--- config.mk ---
export PLATFORM = sky130hd
export DESIGN_NAME = regfile_scoreboard_flat
export DESIGN_NICKNAME = d
export VERILOG_FILES = /design/src/rtl/regfile_scoreboard_if.sv /design/src/rtl/regfile_scoreboard.sv /design/src/flat_wrapper.sv
export SDC_FILE = /design/constraint.sdc
export NUM_CORES = 2
export LEC_CHECK = 0
export ABC_AREA = 1
export CORE_ASPECT_RATIO = 1.5
export CORE_UTILIZATION = 45
export DETAILED_ROUTE_END_ITERATION = 16
export PLACE_DENSITY = 0.64
export SLEW_MARGIN = 20
export SYNTH_ARGS = -nofsm -noshare
export SYNTH_HDL_FRONTEND = slang
export SYNTH_SLANG_ARGS = --single-unit
--- constraint.sdc ---
create_clock -name clk -period 54.4 [get_ports clk]
set_input_delay 13.6 -clock clk [delete_from_list [all_inputs] [get_ports clk]]
set_output_delay 13.6 -clock clk [all_outputs]
set_load 0.02 [all_outputs]
--- src/rtl/regfile_scoreboard_if.sv ---
// Operand-read, issue and writeback signals between decode/execute and the
// RV32I integer register file with its pending-write scoreboard.
interface regfile_scoreboard_if #(
    parameter int unsigned DWIDTH = 32,
    parameter int unsigned AWIDTH = 5
);
    logic [AWIDTH-1:0] rs1_addr_i;
    logic [AWIDTH-1:0] rs2_addr_i;
    logic [DWIDTH-1:0] rs1_data_o;
    logic [DWIDTH-1:0] rs2_data_o;
    logic [1:0]        rd_check_i;
    logic              issue_valid_i;
    logic              issue_regwren_i;
    logic [AWIDTH-1:0] issue_rd_i;
    logic              wb_valid_i;
    logic [AWIDTH-1:0] wb_rd_i;
    logic [DWIDTH-1:0] wb_data_i;
    logic              stall_o;
    logic              err_o;

    modport master (
        output rs1_addr_i, rs2_addr_i, rd_check_i,
        output issue_valid_i, issue_regwren_i, issue_rd_i,
        output wb_valid_i, wb_rd_i, wb_data_i,
        input  rs1_data_o, rs2_data_o, stall_o, err_o
    );

    modport slave (
        input  rs1_addr_i, rs2_addr_i, rd_check_i,
        input  issue_valid_i, issue_regwren_i, issue_rd_i,
        input  wb_valid_i, wb_rd_i, wb_data_i,
        output rs1_data_o, rs2_data_o, stall_o, err_o
    );
endinterface

--- src/rtl/regfile_scoreboard.sv ---
// RV32I architectural register file with write-through bypass and a
// per-register pending-write counter that stalls reads of in-flight results.
module regfile_scoreboard #(
    parameter int unsigned       DWIDTH  = 32,
    parameter int unsigned       NREGS   = 32,
    parameter logic [DWIDTH-1:0] SP_INIT = 32'h0100_0000,
    parameter int unsigned       PEND_W  = 2
) (
    input logic                clk,
    input logic                reset,
    regfile_scoreboard_if.slave bus
);

    localparam int unsigned       AW       = $clog2(NREGS);
    localparam logic [PEND_W-1:0] PEND_MAX = '1;
    localparam logic [PEND_W-1:0] PEND_ONE = PEND_W'(1);

    logic [DWIDTH-1:0] regs      [NREGS];
    logic [PEND_W-1:0] pend      [NREGS];
    logic [PEND_W-1:0] pend_next [NREGS];
    logic [NREGS-1:0]  inc_hit;
    logic [NREGS-1:0]  dec_hit;
    logic              err;
    logic              err_hit;
    logic              hazard1;
    logic              hazard2;
    logic              stall;
    logic              issue_fire;

    function automatic logic [DWIDTH-1:0] read_port(
        input logic [AW-1:0]     addr,
        input logic              wb_valid,
        input logic [AW-1:0]     wb_rd,
        input logic [DWIDTH-1:0] wb_data,
        input logic [DWIDTH-1:0] stored
    );
        if (addr == '0)
            return '0;
        else if (wb_valid && (wb_rd == addr))
            return wb_data;
        else
            return stored;
    endfunction

    // A writeback retiring the last outstanding write releases the read at once.
    function automatic logic hazard(
        input logic              used,
        input logic [AW-1:0]     addr,
        input logic [PEND_W-1:0] cnt,
        input logic              wb_valid,
        input logic [AW-1:0]     wb_rd
    );
        return used && (addr != '0) && (cnt != '0)
            && !(wb_valid && (wb_rd == addr) && (cnt == PEND_ONE));
    endfunction

    assign bus.rs1_data_o = read_port(bus.rs1_addr_i, bus.wb_valid_i, bus.wb_rd_i,
                                      bus.wb_data_i, regs[bus.rs1_addr_i]);
    assign bus.rs2_data_o = read_port(bus.rs2_addr_i, bus.wb_valid_i, bus.wb_rd_i,
                                      bus.wb_data_i, regs[bus.rs2_addr_i]);
    assign bus.stall_o    = stall;
    assign bus.err_o      = err;

    always_comb begin
        hazard1    = hazard(bus.rd_check_i[0], bus.rs1_addr_i, pend[bus.rs1_addr_i],
                            bus.wb_valid_i, bus.wb_rd_i);
        hazard2    = hazard(bus.rd_check_i[1], bus.rs2_addr_i, pend[bus.rs2_addr_i],
                            bus.wb_valid_i, bus.wb_rd_i);
        stall      = hazard1 | hazard2;
        issue_fire = bus.issue_valid_i & bus.issue_regwren_i & ~stall;
    end

    always_comb begin
        inc_hit      = '0;
        dec_hit      = '0;
        err_hit      = 1'b0;
        pend_next[0] = '0;
        for (int unsigned r = 1; r < NREGS; r++) begin
            inc_hit[r]   = issue_fire && (bus.issue_rd_i == AW'(r));
            dec_hit[r]   = bus.wb_valid_i && (bus.wb_rd_i == AW'(r));
            pend_next[r] = pend[r];
            if (inc_hit[r] && !dec_hit[r]) begin
                if (pend[r] == PEND_MAX)
                    err_hit = 1'b1;
                else
                    pend_next[r] = pend[r] + PEND_ONE;
            end else if (dec_hit[r] && !inc_hit[r]) begin
                if (pend[r] == '0)
                    err_hit = 1'b1;
                else
                    pend_next[r] = pend[r] - PEND_ONE;
            end
        end
    end

    always_ff @(posedge clk or posedge reset) begin
        if (reset) begin
            for (int unsigned r = 0; r < NREGS; r++)
                pend[r] <= '0;
            err <= 1'b0;
        end else begin
            for (int unsigned r = 0; r < NREGS; r++)
                pend[r] <= pend_next[r];
            err <= err | err_hit;
        end
    end

    always_ff @(posedge clk or posedge reset) begin
        if (reset) begin
            for (int unsigned r = 0; r < NREGS; r++)
                regs[r] <= (r == 2) ? SP_INIT : '0;
        end else if (bus.wb_valid_i && (bus.wb_rd_i != '0)) begin
            regs[bus.wb_rd_i] <= bus.wb_data_i;
        end
    end

endmodule

--- src/flat_wrapper.sv ---
// flat-port wrapper written by rule: the top's interface ports become plain ports
module regfile_scoreboard_flat 
#(
    parameter int unsigned       DWIDTH  = 32,
    parameter int unsigned       NREGS   = 32,
    parameter logic [DWIDTH-1:0] SP_INIT = 32'h0100_0000,
    parameter int unsigned       PEND_W  = 2
)
  (clk, reset, bus_rs1_addr_i, bus_rs2_addr_i, bus_rd_check_i, bus_issue_valid_i, bus_issue_regwren_i, bus_issue_rd_i, bus_wb_valid_i, bus_wb_rd_i, bus_wb_data_i, bus_rs1_data_o, bus_rs2_data_o, bus_stall_o, bus_err_o);
  regfile_scoreboard_if #(.DWIDTH(DWIDTH), .AWIDTH(5)) bus_i ();
  input logic clk;
  input logic reset;
  input wire logic [$bits(bus_i.rs1_addr_i)-1:0] bus_rs1_addr_i;
  input wire logic [$bits(bus_i.rs2_addr_i)-1:0] bus_rs2_addr_i;
  input wire logic [$bits(bus_i.rd_check_i)-1:0] bus_rd_check_i;
  input wire logic [$bits(bus_i.issue_valid_i)-1:0] bus_issue_valid_i;
  input wire logic [$bits(bus_i.issue_regwren_i)-1:0] bus_issue_regwren_i;
  input wire logic [$bits(bus_i.issue_rd_i)-1:0] bus_issue_rd_i;
  input wire logic [$bits(bus_i.wb_valid_i)-1:0] bus_wb_valid_i;
  input wire logic [$bits(bus_i.wb_rd_i)-1:0] bus_wb_rd_i;
  input wire logic [$bits(bus_i.wb_data_i)-1:0] bus_wb_data_i;
  output wire logic [$bits(bus_i.rs1_data_o)-1:0] bus_rs1_data_o;
  output wire logic [$bits(bus_i.rs2_data_o)-1:0] bus_rs2_data_o;
  output wire logic [$bits(bus_i.stall_o)-1:0] bus_stall_o;
  output wire logic [$bits(bus_i.err_o)-1:0] bus_err_o;
  assign bus_i.rs1_addr_i = bus_rs1_addr_i;
  assign bus_i.rs2_addr_i = bus_rs2_addr_i;
  assign bus_i.rd_check_i = bus_rd_check_i;
  assign bus_i.issue_valid_i = bus_issue_valid_i;
  assign bus_i.issue_regwren_i = bus_issue_regwren_i;
  assign bus_i.issue_rd_i = bus_issue_rd_i;
  assign bus_i.wb_valid_i = bus_wb_valid_i;
  assign bus_i.wb_rd_i = bus_wb_rd_i;
  assign bus_i.wb_data_i = bus_wb_data_i;
  assign bus_rs1_data_o = bus_i.rs1_data_o;
  assign bus_rs2_data_o = bus_i.rs2_data_o;
  assign bus_stall_o = bus_i.stall_o;
  assign bus_err_o = bus_i.err_o;
  regfile_scoreboard #(.DWIDTH(DWIDTH), .NREGS(NREGS), .SP_INIT(SP_INIT), .PEND_W(PEND_W)) u_core (.clk(clk), .reset(reset), .bus(bus_i));
endmodule
==> results.sh <==
export IMPL_outcome="completed"
export IMPL_synth_main_ff_cell="dfrtp_1"
export IMPL_cpPeakStageDelay_ps=990
export IMPL_syn_cell_area_mm2=0.0594
export IMPL_insertion_delay_ps=760
export IMPL_grt_busiest_layer="met2"
export IMPL_hold_violations=0
export IMPL_worstSetupEndpointType="output pin"
export IMPL_cp_start_kind="input pin"
export IMPL_die_w_um=299
export IMPL_cts_root_buffer="clkbuf_16"
export IMPL_crit_family="buffers and inverters"
export IMPL_dieHeight_um=447
export IMPL_crit_buf_inv=6
export IMPL_use_met2_pct=54.4
export IMPL_path_clk_slew_ps=60
export IMPL_syn_inst=7963
export IMPL_ys_warn_count=0
export IMPL_cts_buffers=109
export IMPL_relSlewSlack_pct=18.1
export IMPL_ys_ff_latch=1087
export IMPL_start_util_pct=45.5
export IMPL_routedWlPerCell_um=26.1
export IMPL_hpwl_mm=132
export IMPL_cts_resized=0
export IMPL_gr_usage_met3_pct=7.71
export IMPL_io_buffers=124
export IMPL_grt_max_degree=189
export IMPL_layout_common_cells="nand2_1 (1,617), o21ai_0 (1,484), dfrtp_1 (1,086)"
export IMPL_fin_crit_ps=32480
export IMPL_rsz0062_at_grt="no"
export IMPL_grt_total_usage_pct=35.8
export IMPL_skew_ps=31.4
export IMPL_ys_seq_area_share_pct=45.8
export IMPL_maxSlewViolCount=0
export IMPL_dr_first_iter_drc_count=9477
export IMPL_layout_drive_gt1_share_pct=5.19
export IMPL_seq_area_mm2=0.0272
export IMPL_syn_to_final_growth_pct=9.02
export IMPL_hold_start="u_core.regs[1007]"
export IMPL_synth_edf_count=0
export IMPL_worstSetupPathType="in2out"
export IMPL_worst_path_max_delay_cell="a211oi_1"
export IMPL_dieArea_mm2=0.134
export IMPL_grt_pass1_vias=56513
export IMPL_cts_tree="done"
export IMPL_viasPerCell=6.46
export IMPL_core_area_mm2=0.131
export IMPL_drv_cap=0
export IMPL_synth_nets=8022
export IMPL_multi_input_area_mm2=0.0277
export IMPL_synth_top_cell_by_area="dfrtp_1"
export IMPL_antenna_found_initial=6
export IMPL_vias=60464
export IMPL_async_flop_share_pct=100
export IMPL_final_common_cell="nand2_1"
export IMPL_yosys_area_top_type_share_pct=45.7
export IMPL_first_pass_iters=7
export IMPL_crit_path_start="bus_rs2_addr_i[0]"
export IMPL_place_gp_congestion=0.908
export IMPL_setup_viol_count_final=0
export IMPL_io_pins=125
export IMPL_clock_sinks=1087
export IMPL_max_freq_mhz=30.8
export IMPL_fin_crit_sh_pct=59.7
export IMPL_power_density_mw_per_mm2=36.5
export IMPL_use_met1_pct=46.5
export IMPL_num_rows=162
export IMPL_worst_pin_slew_ps=1220
export IMPL_drc=0
export IMPL_ir_drop_uv=27.8
export IMPL_postCtsHoldBufs=0
export IMPL_overflow=0
export IMPL_worst_path_max_fanout=99
export IMPL_syn_area_per_cell_um2=7.46
export IMPL_synth_area_leaders="dfrtp_1 (46%), o21ai_0 (12%), nand2_1 (10%)"
export IMPL_nNetsFinal=7596
export IMPL_cts_setup_buffers=0
export IMPL_fin_tns_setup_ps=0
export IMPL_path_cells="buf_8, inv_8, buf_4, buf_4, buf_4, o21ai_0, nand3_1, nand3_1, nand3_1, a21oi_1, a211oi_1, clkdlybuf4s50_1"
export IMPL_layoutNonFillerInstCount=9355
export IMPL_leakagePower_nw=28.2
export IMPL_grt_pass1_wl_mm=362
export IMPL_dpl_cell_count=9146
export IMPL_cp_required_ps=40800
export IMPL_wirelength_mm=244
export IMPL_fillCellCount=12679
export IMPL_antenna_left=0
export IMPL_htreeDepth=3
export IMPL_hold_path_class="reg2reg"
export IMPL_synth_cell_types=49
export IMPL_r2r_start="u_core.pend[17]"
export IMPL_clockBufferDepth=3
export IMPL_cp_arrival_ps=18880
[state kept, by name (all words and copies together) (netlist names)]
signal / flops
u_core.bus.err_o: 1
u_core.pend: 62
u_core.regs: 1024
[power by group]
group | internal (mW) | leakage (nW) | total (mW) | switching (mW)
combinational | 0.160 | 12.4 | 0.458 | 0.297
sequential | 0.962 | 13.9 | 1.08 | 0.120
clock | 0.476 | 1.90 | 0.827 | 0.351
[logic make-up after synthesis]
| group | count (synthesis) | share of synthesized area, % |
|---|---|---|
| buf+inv | 1208 | 7.83 |
| simple gates | 2588 | 17.6 |
| compound gates | 3053 | 28.4 |
| flops | 1087 | 45.8 |
| xor+xnor | 27 | 0.398 |
[final cells by class]
cell class	instances	share of cell area (%)
well taps	1722	3.33
multi-input cells	5668	42.7
clock inverters	42	0.865
inverters	425	2.59
diodes	4	0.0154
repair buffers	246	3.43
flip-flops and latches	1087	42.0
clock buffers	161	5.09
[per-layer routing]
metal  vias up  part of all wire [%]
met1     28975                    38
li1      26502                     -
met4         4                   6.7
met3       914                    12
met2      4069                    44
met5         -                0.0090
[cells in the mapped netlist, drive strengths merged (27+ instances only)]
cell / number
nand2: 1622
o21ai: 1487
dfrtp: 1086
o211ai: 135
nand4: 42
o221ai: 137
buf: 100
nor3: 32
o31ai: 28
a31oi: 41
clkbuf: 683
nand3: 386
xor2: 27
o22ai: 229
nor2: 500
a211oi: 47
inv: 420
a21oi: 896
[path summary, 6_finish.rpt]
kind / end / slack [ps] / cells after the start
worst max-delay path: bus_rs2_data_o[6] / 21920 / 12
worst min-delay path: u_core.regs[1007] / 400 / 0
worst max register to register: u_core.bus.err_o / 50930 / 18
worst min register to register: u_core.regs[1007] / 400 / 0
max in group asynchronous: u_core.regs[297] / 37030 / 6
min in group asynchronous: u_core.pend[16] / 13460 / 2
[per-stage QoR]
stage / util, % / hold WS, ps / total power, mW / instance area (um^2) / setup WS [ps]
floorplan: - / 451 / 1.38 / 59400 / 10200
global placement: 46.6 / 386 / 1.52 / 60900 / 22130
detailed placement: 46.6 / 392 / 1.54 / 60900 / 22140
CTS: 49.6 / 407 / 2.35 / 64700 / 22160
global route: 49.6 / 411 / 2.47 / 64800 / 21850
finish: 49.6 / 404 / 2.37 / 64800 / 21920
Power figures use the tool's default switching activity.
